**src/rtl/ps2_pkg.sv**
```systemverilog
// Shared constants, frame FSM states and the set-2 scan code to ASCII map
// for the PS/2 keyboard decoder.
package ps2_pkg;

   localparam logic [7:0] SC_BREAK  = 8'hF0;
   localparam logic [7:0] SC_EXT    = 8'hE0;
   localparam logic [7:0] SC_LSHIFT = 8'h12;
   localparam logic [7:0] SC_RSHIFT = 8'h59;
   localparam logic [7:0] SC_CAPS   = 8'h58;
   localparam logic [7:0] SC_ENTER  = 8'h5A;
   localparam logic [7:0] SC_BKSP   = 8'h66;
   localparam logic [7:0] SC_SPACE  = 8'h29;

   localparam logic [6:0] ASC_CR = 7'd13;
   localparam logic [6:0] ASC_BS = 7'd8;
   localparam logic [6:0] ASC_SP = 7'd32;

   typedef enum logic [1:0] {
      ST_IDLE   = 2'd0,
      ST_DATA   = 2'd1,
      ST_PARITY = 2'd2,
      ST_STOP   = 2'd3
   } frame_state_t;

   typedef struct packed {
      logic       valid;
      logic [6:0] ascii;
   } asc_t;

   // True when the 8 data bits plus the parity bit hold an odd number of ones.
   function automatic logic odd_parity(input logic [8:0] bits);
      return ^bits;
   endfunction

   function automatic asc_t sc_to_ascii(input logic [7:0] code, input logic shift, input logic caps);
      asc_t       res;
      logic [6:0] lower;
      res.valid = 1'b1;
      res.ascii = 7'd0;
      lower     = 7'd0;
      case (code)
         8'h1C: lower = 7'h61;
         8'h32: lower = 7'h62;
         8'h21: lower = 7'h63;
         8'h23: lower = 7'h64;
         8'h24: lower = 7'h65;
         8'h2B: lower = 7'h66;
         8'h34: lower = 7'h67;
         8'h33: lower = 7'h68;
         8'h43: lower = 7'h69;
         8'h3B: lower = 7'h6A;
         8'h42: lower = 7'h6B;
         8'h4B: lower = 7'h6C;
         8'h3A: lower = 7'h6D;
         8'h31: lower = 7'h6E;
         8'h44: lower = 7'h6F;
         8'h4D: lower = 7'h70;
         8'h15: lower = 7'h71;
         8'h2D: lower = 7'h72;
         8'h1B: lower = 7'h73;
         8'h2C: lower = 7'h74;
         8'h3C: lower = 7'h75;
         8'h2A: lower = 7'h76;
         8'h1D: lower = 7'h77;
         8'h22: lower = 7'h78;
         8'h35: lower = 7'h79;
         8'h1A: lower = 7'h7A;
         // Digits and punctuation follow shift only; caps lock leaves them alone.
         8'h45: res.ascii = shift ? 7'h29 : 7'h30;
         8'h16: res.ascii = shift ? 7'h21 : 7'h31;
         8'h1E: res.ascii = shift ? 7'h40 : 7'h32;
         8'h26: res.ascii = shift ? 7'h23 : 7'h33;
         8'h25: res.ascii = shift ? 7'h24 : 7'h34;
         8'h2E: res.ascii = shift ? 7'h25 : 7'h35;
         8'h36: res.ascii = shift ? 7'h5E : 7'h36;
         8'h3D: res.ascii = shift ? 7'h26 : 7'h37;
         8'h3E: res.ascii = shift ? 7'h2A : 7'h38;
         8'h46: res.ascii = shift ? 7'h28 : 7'h39;
         8'h4E: res.ascii = shift ? 7'h5F : 7'h2D;
         8'h49: res.ascii = shift ? 7'h3E : 7'h2E;
         8'h41: res.ascii = shift ? 7'h3C : 7'h2C;
         SC_SPACE: res.ascii = ASC_SP;
         SC_ENTER: res.ascii = ASC_CR;
         SC_BKSP:  res.ascii = ASC_BS;
         default:  res.valid = 1'b0;
      endcase
      if (lower != 7'd0) begin
         res.ascii = (shift ^ caps) ? (lower - 7'h20) : lower;
      end
      return res;
   endfunction

endpackage

```
**src/rtl/ps2_ascii_decoder_if.sv**
```systemverilog
// Character output bus of the PS/2 decoder: decoded ASCII with its strobe,
// the frame error strobe and the modifier status lines.
interface ps2_ascii_decoder_if;
   logic [6:0] ascii;
   logic       ascii_ready;
   logic       frame_err;
   logic       shift_on;
   logic       caps_on;

   modport master (output ascii, ascii_ready, frame_err, shift_on, caps_on);
   modport slave  (input  ascii, ascii_ready, frame_err, shift_on, caps_on);
endinterface

```
**src/rtl/ps2_rx_frame.sv**
```systemverilog
// PS/2 line receiver: synchronises the raw lines, detects falling clock edges
// and assembles 11-bit frames into validated bytes, with a mid-frame timeout.
module ps2_rx_frame
   import ps2_pkg::*;
#(
   parameter int unsigned TIMEOUT_CYCLES = 50000
) (
   input  logic       clk,
   input  logic       resetn,
   input  logic       ps2_clk,
   input  logic       ps2_dat,
   output logic [7:0] byte_data,
   output logic       byte_valid,
   output logic       frame_err
);

   localparam int TW = $clog2(TIMEOUT_CYCLES + 1);
   localparam logic [TW-1:0] TO_MAX = TW'(TIMEOUT_CYCLES);

   logic [1:0]    clk_sync_r;
   logic [1:0]    dat_sync_r;
   logic          clk_prev_r;
   frame_state_t  state_r, state_n;
   logic [2:0]    bit_cnt_r, bit_cnt_n;
   logic [7:0]    shift_r, shift_n;
   logic          parity_ok_r, parity_ok_n;
   logic [TW-1:0] to_cnt_r, to_cnt_n;
   logic [7:0]    byte_data_r;
   logic          byte_valid_r, byte_valid_n;
   logic          frame_err_r, frame_err_n;
   logic          fall_s;
   logic          bit_s;
   logic          timeout_s;

   assign fall_s    = clk_prev_r & ~clk_sync_r[1];
   assign bit_s     = dat_sync_r[1];
   assign timeout_s = (state_r != ST_IDLE) && (to_cnt_r == TO_MAX);

   // Two-flop synchronisers plus the delayed clock used for edge detection.
   always_ff @(posedge clk or negedge resetn) begin
      if (!resetn) begin
         clk_sync_r <= 2'b11;
         dat_sync_r <= 2'b11;
         clk_prev_r <= 1'b1;
      end else begin
         clk_sync_r <= {clk_sync_r[0], ps2_clk};
         dat_sync_r <= {dat_sync_r[0], ps2_dat};
         clk_prev_r <= clk_sync_r[1];
      end
   end

   // Idle-gap counter: restarts on each edge and only runs mid-frame.
   always_comb begin
      to_cnt_n = to_cnt_r;
      if (fall_s || timeout_s || (state_r == ST_IDLE)) begin
         to_cnt_n = '0;
      end else begin
         to_cnt_n = to_cnt_r + TW'(1);
      end
   end

   // Frame FSM next state; a timeout wins over any edge seen in the same cycle.
   always_comb begin
      state_n      = state_r;
      bit_cnt_n    = bit_cnt_r;
      shift_n      = shift_r;
      parity_ok_n  = parity_ok_r;
      byte_valid_n = 1'b0;
      frame_err_n  = 1'b0;
      if (timeout_s) begin
         state_n     = ST_IDLE;
         bit_cnt_n   = 3'd0;
         shift_n     = 8'h00;
         frame_err_n = 1'b1;
      end else if (fall_s) begin
         case (state_r)
            ST_IDLE: begin
               if (!bit_s) begin
                  state_n   = ST_DATA;
                  bit_cnt_n = 3'd0;
               end else begin
                  state_n = ST_IDLE;
               end
            end
            ST_DATA: begin
               shift_n = {bit_s, shift_r[7:1]};
               if (bit_cnt_r == 3'd7) begin
                  state_n = ST_PARITY;
               end else begin
                  bit_cnt_n = bit_cnt_r + 3'd1;
               end
            end
            ST_PARITY: begin
               parity_ok_n = odd_parity({bit_s, shift_r});
               state_n     = ST_STOP;
            end
            ST_STOP: begin
               if (bit_s && parity_ok_r) begin
                  byte_valid_n = 1'b1;
               end else begin
                  frame_err_n = 1'b1;
               end
               state_n = ST_IDLE;
            end
            default: state_n = ST_IDLE;
         endcase
      end else begin
         state_n = state_r;
      end
   end

   // Frame state, shift register and registered byte/error strobes.
   always_ff @(posedge clk or negedge resetn) begin
      if (!resetn) begin
         state_r      <= ST_IDLE;
         bit_cnt_r    <= 3'd0;
         shift_r      <= 8'h00;
         parity_ok_r  <= 1'b0;
         to_cnt_r     <= '0;
         byte_data_r  <= 8'h00;
         byte_valid_r <= 1'b0;
         frame_err_r  <= 1'b0;
      end else begin
         state_r      <= state_n;
         bit_cnt_r    <= bit_cnt_n;
         shift_r      <= shift_n;
         parity_ok_r  <= parity_ok_n;
         to_cnt_r     <= to_cnt_n;
         byte_data_r  <= byte_valid_n ? shift_r : byte_data_r;
         byte_valid_r <= byte_valid_n;
         frame_err_r  <= frame_err_n;
      end
   end

   assign byte_data  = byte_data_r;
   assign byte_valid = byte_valid_r;
   assign frame_err  = frame_err_r;

endmodule

```
**src/rtl/ps2_ascii_decoder.sv**
```systemverilog
// PS/2 keyboard to ASCII: tracks break/extended prefixes and modifier keys and
// emits one registered ASCII strobe per mapped key make.
module ps2_ascii_decoder
   import ps2_pkg::*;
#(
   parameter int unsigned TIMEOUT_CYCLES = 50000
) (
   input  logic                       clk,
   input  logic                       resetn,
   input  logic                       ps2_clk,
   input  logic                       ps2_dat,
   ps2_ascii_decoder_if.master        key_bus
);

   logic [7:0] byte_data_s;
   logic       byte_valid_s;
   logic       frame_err_s;
   asc_t       map_s;

   logic       brk_r, brk_n;
   logic       ext_r, ext_n;
   logic       shl_r, shl_n;
   logic       shr_r, shr_n;
   logic       caps_r, caps_n;
   logic       caps_held_r, caps_held_n;
   logic [6:0] ascii_r, ascii_n;
   logic       ascii_ready_r, ascii_ready_n;

   ps2_rx_frame #(
      .TIMEOUT_CYCLES (TIMEOUT_CYCLES)
   ) u_rx (
      .clk        (clk),
      .resetn     (resetn),
      .ps2_clk    (ps2_clk),
      .ps2_dat    (ps2_dat),
      .byte_data  (byte_data_s),
      .byte_valid (byte_valid_s),
      .frame_err  (frame_err_s)
   );

   assign map_s = sc_to_ascii(byte_data_s, shl_r | shr_r, caps_r);

   // Decode layer: prefixes latch, any other byte consumes and clears them.
   always_comb begin
      brk_n         = brk_r;
      ext_n         = ext_r;
      shl_n         = shl_r;
      shr_n         = shr_r;
      caps_n        = caps_r;
      caps_held_n   = caps_held_r;
      ascii_n       = ascii_r;
      ascii_ready_n = 1'b0;
      if (byte_valid_s) begin
         if (byte_data_s == SC_BREAK) begin
            brk_n = 1'b1;
         end else if (byte_data_s == SC_EXT) begin
            ext_n = 1'b1;
         end else begin
            brk_n = 1'b0;
            ext_n = 1'b0;
            if (!ext_r) begin
               case (byte_data_s)
                  SC_LSHIFT: shl_n = ~brk_r;
                  SC_RSHIFT: shr_n = ~brk_r;
                  SC_CAPS: begin
                     // Caps toggles once per physical press, not per typematic repeat.
                     if (brk_r) begin
                        caps_held_n = 1'b0;
                     end else if (!caps_held_r) begin
                        caps_n      = ~caps_r;
                        caps_held_n = 1'b1;
                     end else begin
                        caps_held_n = caps_held_r;
                     end
                  end
                  default: begin
                     if (!brk_r && map_s.valid) begin
                        ascii_n       = map_s.ascii;
                        ascii_ready_n = 1'b1;
                     end else begin
                        ascii_ready_n = 1'b0;
                     end
                  end
               endcase
            end else begin
               ascii_ready_n = 1'b0;
            end
         end
      end else begin
         ascii_ready_n = 1'b0;
      end
   end

   // Decode flags and registered character outputs.
   always_ff @(posedge clk or negedge resetn) begin
      if (!resetn) begin
         brk_r         <= 1'b0;
         ext_r         <= 1'b0;
         shl_r         <= 1'b0;
         shr_r         <= 1'b0;
         caps_r        <= 1'b0;
         caps_held_r   <= 1'b0;
         ascii_r       <= 7'd0;
         ascii_ready_r <= 1'b0;
      end else begin
         brk_r         <= brk_n;
         ext_r         <= ext_n;
         shl_r         <= shl_n;
         shr_r         <= shr_n;
         caps_r        <= caps_n;
         caps_held_r   <= caps_held_n;
         ascii_r       <= ascii_n;
         ascii_ready_r <= ascii_ready_n;
      end
   end

   assign key_bus.ascii       = ascii_r;
   assign key_bus.ascii_ready = ascii_ready_r;
   assign key_bus.frame_err   = frame_err_s;
   assign key_bus.shift_on    = shl_r | shr_r;
   assign key_bus.caps_on     = caps_r;

endmodule

```
**src/flat_wrapper.sv**
```systemverilog
// flat-port wrapper written by rule: the top's interface ports become plain ports
module ps2_ascii_decoder_flat import ps2_pkg::*;
#(
   parameter int unsigned TIMEOUT_CYCLES = 50000
)
  (clk, resetn, ps2_clk, ps2_dat, key_bus_ascii, key_bus_ascii_ready, key_bus_frame_err, key_bus_shift_on, key_bus_caps_on);
  ps2_ascii_decoder_if key_bus_i ();
  input  logic clk;
  input  logic resetn;
  input  logic ps2_clk;
  input  logic ps2_dat;
  output wire logic [$bits(key_bus_i.ascii)-1:0] key_bus_ascii;
  output wire logic [$bits(key_bus_i.ascii_ready)-1:0] key_bus_ascii_ready;
  output wire logic [$bits(key_bus_i.frame_err)-1:0] key_bus_frame_err;
  output wire logic [$bits(key_bus_i.shift_on)-1:0] key_bus_shift_on;
  output wire logic [$bits(key_bus_i.caps_on)-1:0] key_bus_caps_on;
  assign key_bus_ascii = key_bus_i.ascii;
  assign key_bus_ascii_ready = key_bus_i.ascii_ready;
  assign key_bus_frame_err = key_bus_i.frame_err;
  assign key_bus_shift_on = key_bus_i.shift_on;
  assign key_bus_caps_on = key_bus_i.caps_on;
  ps2_ascii_decoder #(.TIMEOUT_CYCLES(TIMEOUT_CYCLES)) u_core (.clk(clk), .resetn(resetn), .ps2_clk(ps2_clk), .ps2_dat(ps2_dat), .key_bus(key_bus_i));
endmodule
```
**config.mk**
```make
export PLATFORM = sky130hd
export DESIGN_NAME = ps2_ascii_decoder_flat
export DESIGN_NICKNAME = d
export VERILOG_FILES = /design/src/rtl/ps2_pkg.sv /design/src/rtl/ps2_ascii_decoder_if.sv /design/src/rtl/ps2_rx_frame.sv /design/src/rtl/ps2_ascii_decoder.sv /design/src/flat_wrapper.sv
export SDC_FILE = /design/constraint.sdc
export NUM_CORES = 1
export LEC_CHECK = 0
export CELL_PAD_IN_SITES_DETAIL_PLACEMENT = 1
export CELL_PAD_IN_SITES_GLOBAL_PLACEMENT = 1
export CORE_MARGIN = 1
export CORE_UTILIZATION = 48
export DETAILED_ROUTE_END_ITERATION = 8
export HOLD_SLACK_MARGIN = 0.03
export PLACE_DENSITY_LB_ADDON = 0.1
export SLEW_MARGIN = 20
export SYNTH_ARGS = -nofsm -noshare
export SYNTH_HDL_FRONTEND = slang
export SYNTH_SLANG_ARGS = --single-unit
```
**constraint.sdc**
```tcl
create_clock -name clk -period 2.7 [get_ports clk]
set_input_delay 0.675 -clock clk [delete_from_list [all_inputs] [get_ports clk]]
set_output_delay 0.675 -clock clk [all_outputs]
set_load 0.01 [all_outputs]
```
# --- Yosys cells after proc, flatten, opt, wreduce, memory -nomap -nowiden ---
# Index checks and enable logic that the tools add are counted.
word_totals:
  mem_bits_ro: 0
  n_memories: 0
  elab_cells: 166
  latchBits: 0
  ram_bits: 0
  regBits: 59
classes:
  magnitude_cmp: 0
  div: 0
  mul: 0
  shifts: 0
  eq_ne: 56
  n_reduce_logical: 26
  add_sub_neg: 3
  muxes: 50
  bitwise: 12
ops:
  columns: ["op", "n"]
  rows:
  - ["equality test 8 x 6 -> 1 bit, second input constant", 23]
  - ["case mux 7 bit (26 select lines)", 1]
  - ["equality test 8 x 7 -> 1 bit, second input constant", 14]
  - ["case mux 7 bit (16 select lines)", 1]
  - ["equality test 8 x 5 -> 1 bit, second input constant", 8]
  - ["2-to-1 mux 5 bit", 10]
  - ["OR reduction 42 bit", 1]
  - ["2-to-1 mux 7 bit", 5]
  - ["2-to-1 mux 8 bit", 3]
  - ["2-to-1 mux 1 bit", 20]
  - ["adder 16 x 1 -> 16 bit, second input constant", 1]
  - ["equality test 16 bit, second input constant", 1]
  - ["equality test 8 bit, second input constant", 2]
  - ["2-to-1 mux 16 bit", 1]
  - ["AND reduction 5 bit", 3]
  - ["2-to-1 mux 3 bit", 4]
  - ["!= test 3 bit, second input constant", 3]
  - ["inverter 1 bit", 9]
  - ["parity 9 bit", 1]
  - ["case mux 2 bit (4 select lines)", 1]
  - ["AND reduction 2 bit", 4]
  - ["AND reduction 7 bit", 1]
  - ["nonzero test 7 bit", 1]
  - ["subtractor 7 x 6 -> 7 bit, second input constant", 1]
  - ["20 further kinds", 28]

# --- Longest topological paths before layout ---
logic_depth:
  depth_word: 10
  depth_mapped: 10

# --- Modules after synthesis ---
# From an unflattened synthesis, not the netlist that was laid out.
unflattened:
  hier_cells: 389
  area_unflattened_um2: 3739.8
modules_own_cells:
  columns: ["mod", "area_per_inst_um2", "n_inst", "cells_each"]
  rows:
  - ["ps2_rx_frame", 2113.3, 1, 182]
  - ["ps2_ascii_decoder", 1626.6, 1, 207]

# --- Least setup slack after synthesis ---
# No wires, ideal clock.
synth_timing:
  path_type: "reg-to-reg"
  start: "reg u_core.u_rx.byte_data_r[5] (netlist: u_core.u_rx.byte_data[5])"
  end: "reg u_core.ascii_r[0] (netlist: u_core.key_bus.ascii[0])"
  slack_ns: 0.317
  synth_period_minus_slack_ns: 2.383
  path_stages_with_launch: 9
  arrival_time_ns: 2.258
  n_path_buf: 2
  cell_sequence: "dfrtp_1 -> buf_6 -> or4b_1 -> buf_2 -> or3_1 -> nand4_1 -> nor4_2 -> a21oi_4 -> mux2_2"
synth_via:
  elab_chain_len: 5
synth_rtl:
  columns: ["element", "line", "text"]
  rows:
  - ["from (decl)", "ps2_rx_frame.sv:28", "logic [7:0] byte_data_r;"]
  - ["from (signal assigned)", "ps2_rx_frame.sv:129", "byte_data_r <= byte_valid_n ? shift_r : byte_data_r;"]
  - ["equality test 8 x 5 -> 1 bit, or another cell as far along", "ps2_pkg.sv:41", "case (code)"]
  - ["case mux 7 bit (26 select lines) or OR reduction 42 bit (tied branches)", null, null]
  - ["subtractor 7 x 6 -> 7 bit or 2-to-1 mux 1 bit (tied branches)", "ps2_pkg.sv:88, ps2_pkg.sv:41", null]
  - ["2-to-1 mux 7 bit or logical AND 1 bit (tied branches)", "ps2_pkg.sv:88, ps2_ascii_decoder.sv:77", null]
  - ["2-to-1 mux 7 bit or AND reduction 6 bit (tied branches)", null, null]
  - ["to (signal assigned)", "ps2_ascii_decoder.sv:112", "ascii_r <= ascii_n;"]
  - ["to (decl)", "ps2_ascii_decoder.sv:26", "logic [6:0] ascii_r, ascii_n;"]
# Parallel ways exist; a longest one is shown, timed or not.
# A chain may end at the register's enable or synchronous reset.

# --- Worst setup path in the final report ---
layout_timing:
  start: "reg u_core.u_rx.byte_data_r[3] (netlist: u_core.u_rx.byte_data[3])"
  end: "reg u_core.ascii_r[1] (netlist: u_core.key_bus.ascii[1])"
# Same word-level chain as after synthesis.

==> summary.txt <==
sequential power share -> 40.3%
post-DR wirelength/cell -> 19.9 µm
critical path arrival -> 2.81 ns
Remaining DRCs -> 0
worst min-delay path class -> reg -> reg
Crit Path Max Fanout -> 15
HPWL after DPL -> 7.66 mm
DIE WIDTH -> 90.3 µm
# clock sinks -> 59
Clock Skews -> 0.0150 ns
Area contributors post-synth -> dfrtp_1 36%, mux2_2 4.5%, nor2_1 4.3%
die height -> 90.3 µm
CTS max path bufs -> 2
DP Worst Slack -> -0.118 ns
status -> completed
share of Yosys cell area claimed by the top area cell type -> 36.1%
Switch Pwr -> 1.14 mW
H-Tree Depth -> 3
final antenna-violating net count -> 0
Int Pwr -> 1.90 mW
First-pass DRT Iterations -> 4
Main synth FF type -> dfrtp_1
CP Data Required Time -> 2.93 ns
Mapped Cells -> 410
LEAKAGE -> 1.83 nW
Max Freq -> 386 MHz
final-stage net count -> 454
Antenna diodes -> 0
Worst Setup SP -> u_core.u_rx.byte_data[3]
CTS Root Cell -> clkbuf_8
R2R Path Start -> u_core.u_rx.byte_data[3]
EDFF count, synth -> 0
TritonCTS clock tree -> yes
Std-Cell Rows -> 31
Routed WL -> 10.8 mm
Initial Utilization -> 50.5%
Clock Power Share -> 28.8%
postcts setup bufs -> 0
Yosys top cell by area -> dfrtp_1
initial antenna violation count -> 0
die area -> 8150 µm²
core footprint -> 7410 µm²
sequential-to-total area share from yosys stat -> 39.6%
period utilization -> 95.9%
Post-Syn Area -> 3740 µm²
Mapped Nets -> 423
HP Start -> u_core.u_rx.dat_sync_r[0]
Worst Max-Slew Pin Slew -> 0.698 ns
DR vias/cell -> 6.06
fin crit period -> 2.59 ns
first-pass GRT wire length -> 18.3 mm
ys async rst share -> 100%
Worst-path clk slew -> 0.07 ns
Slew Viols, Final -> 0
CTS Buf Count -> 9
switch share -> 37.5%
Rel. slew slack -> 53.5%
Peak supply drop -> 0.581 mV
GRT overflow -> 0
IO Pins -> 15
Fin. Hold Viols -> 0
vias after detailed routing -> 3301
Max Cap Violations -> 0
syn avg cell area -> 9.13 µm²
final setup TNS -> 0 ns
number of synthesis warnings -> 0
Critical Path End Type -> flop
synth unique cells -> 64
RSZ-0062 raised after global routing -> no
Setup-failing EPs final -> 0
Combinational Power Share -> 30.9%
PwrDens -> 694 nW/µm²
vias in the first global route -> 3455
port bufs -> 14
Layout area overhead -> 17.0%
GPL Wtd Cong -> 0.926
hold path depth -> 0
share of layout cells above drive strength 1 -> 19.7%
Reg2Reg Depth -> 7
Total Routing Usage GR -> 28.5%
pin count of the biggest net entering global routing -> 31
Final Total Pwr -> 3.04 mW
hold_ws -> 0.357 ns
final worst slack -> 0.112 ns
1st-iter DRT viols -> 189
clock insertion delay at the later pin of the skew report -> 0.35 ns
type of origin of the critical path -> flop
#FFs+latches synth -> 59
CP Class -> reg -> reg
worst paths after layout:
kind,to,slack [ns]
worst max-delay path,u_core.key_bus.ascii[1],0.11
worst min-delay path,u_core.u_rx.dat_sync_r[1],0.36
worst max register to register,u_core.key_bus.ascii[1],0.11
worst min register to register,u_core.u_rx.dat_sync_r[1],0.36
max in group asynchronous,u_core.key_bus.ascii[0],1.72
min in group asynchronous,u_core.u_rx.byte_data[1],0.37
cells in the final DEF, fill, tap and decap left out, types with 4 or more instances in the layout:
cell type,count
inv_1,15
nand3_1,27
clkbuf_8,11
ha_1,9
a21oi_1,17
dfrtp_1,50
a22oi_1,7
nor2_1,43
o22ai_1,6
xnor2_1,15
or3_1,4
xor2_1,12
mux2_2,15
o21ai_0,17
and3b_1,4
clkdlybuf4s50_1,13
nand4_1,6
dfstp_2,5
nor2b_1,9
dfrtp_2,4
nand2_1,31
mux2i_1,5
o2111ai_1,4
buf_4,33
power groups by stage:
stage	clock [mW]	sequential, mW	combinational (mW)
2_1_floorplan	0	1.14	0.702
3_3_place_gp	0	1.22	0.879
3_5_place_dp	0	1.23	0.923
4_1_cts	0.893	1.22	0.937
5_1_grt	0.925	1.25	1.05
6_report	0.875	1.22	0.939
critical path, cell delays in order, from the launching register on:
cell     delay, ns
dfrtp_2       0.54
buf_4         0.23
or2_2         0.18
o41a_1        0.21
nor2b_1       0.36
nand2_1       0.25
a21oi_4       0.32
mux2_2        0.38
cells by family after synthesis:
kind of cell               after synthesis  share of synthesized area (%)
buffers and inverters                   45                           5.01
DFF                                     59                           39.6
AOI/OAI and AO/OA                       86                           16.1
muxes                                   20                           5.85
and+or+nand+nor                        164                           24.0
adders and majority gates                9                           3.01
xor gates and xnor gates                27                           6.32
synth_stat cells, types with 4 or more instances:
| master | instances |
|---|---|
| a22oi_1 | 7 |
| nand4_1 | 6 |
| xnor2_1 | 15 |
| nor3_1 | 4 |
| buf_1 | 4 |
| a21oi_1 | 17 |
| buf_2 | 8 |
| dfstp_2 | 5 |
| nor3b_1 | 4 |
| o22ai_1 | 6 |
| dfrtp_1 | 54 |
| mux2i_1 | 5 |
| ha_1 | 9 |
| mux2_2 | 15 |
| nor2_1 | 43 |
| o2111ai_1 | 4 |
| o21ai_0 | 17 |
| clkbuf_1 | 14 |
| or3_1 | 4 |
| nand2_1 | 31 |
| nor2b_1 | 11 |
| and3b_1 | 4 |
| nand3_1 | 27 |
| xor2_1 | 12 |
| inv_1 | 15 |
state kept, by name, summed over array words and instances (netlist names), 2 cells and up:
| name | cells |
|---|---|
| u_core.u_rx.to_cnt_r | 16 |
| u_core.u_rx.byte_data | 8 |
| u_core.u_rx.shift_r | 8 |
| u_core.key_bus.ascii | 7 |
| u_core.u_rx.bit_cnt_r | 3 |
| u_core.u_rx.clk_sync_r | 2 |
| u_core.u_rx.dat_sync_r | 2 |
| u_core.u_rx.state_r | 2 |
through the flow:
step | area [µm²] | std cells | util [%]
final | 4380 | 545 | 59.1
after global routing | 4380 | 545 | 59.1
after CTS | 4370 | 545 | 58.9
after detailed placement | 4150 | 529 | 56.0
after global placement | 4150 | 529 | 56.0
after floorplan | 3740 | 410 | -
per-layer routing:
layer  GRT usage [%]  share of wire (%)  wire length (µm)  up-vias
met4            8.74                2.1               228        0
met5               0                  0                 0        -
met2            45.8                 47              5120       81
met1            38.5                 47              5080     1656
met3            6.31                3.7               406       17
li1                -                  -                 -     1547
final cells by class:
class                      count  area, µm²
fill                         873       3030
clock buffer                  11        151
timing repair buffer          48        403
sequential                    59       1490
clock inverter                 5       61.3
inverter                      17       63.8
tap                           99        124
multi-input combinational    306       2090
timing repair:
action,in CTS,in global routing
resized for setup,1,6
setup endpoints to repair,4,7
hold buffers,0,0
Note: power is estimated with default switching activity, not from simulation.
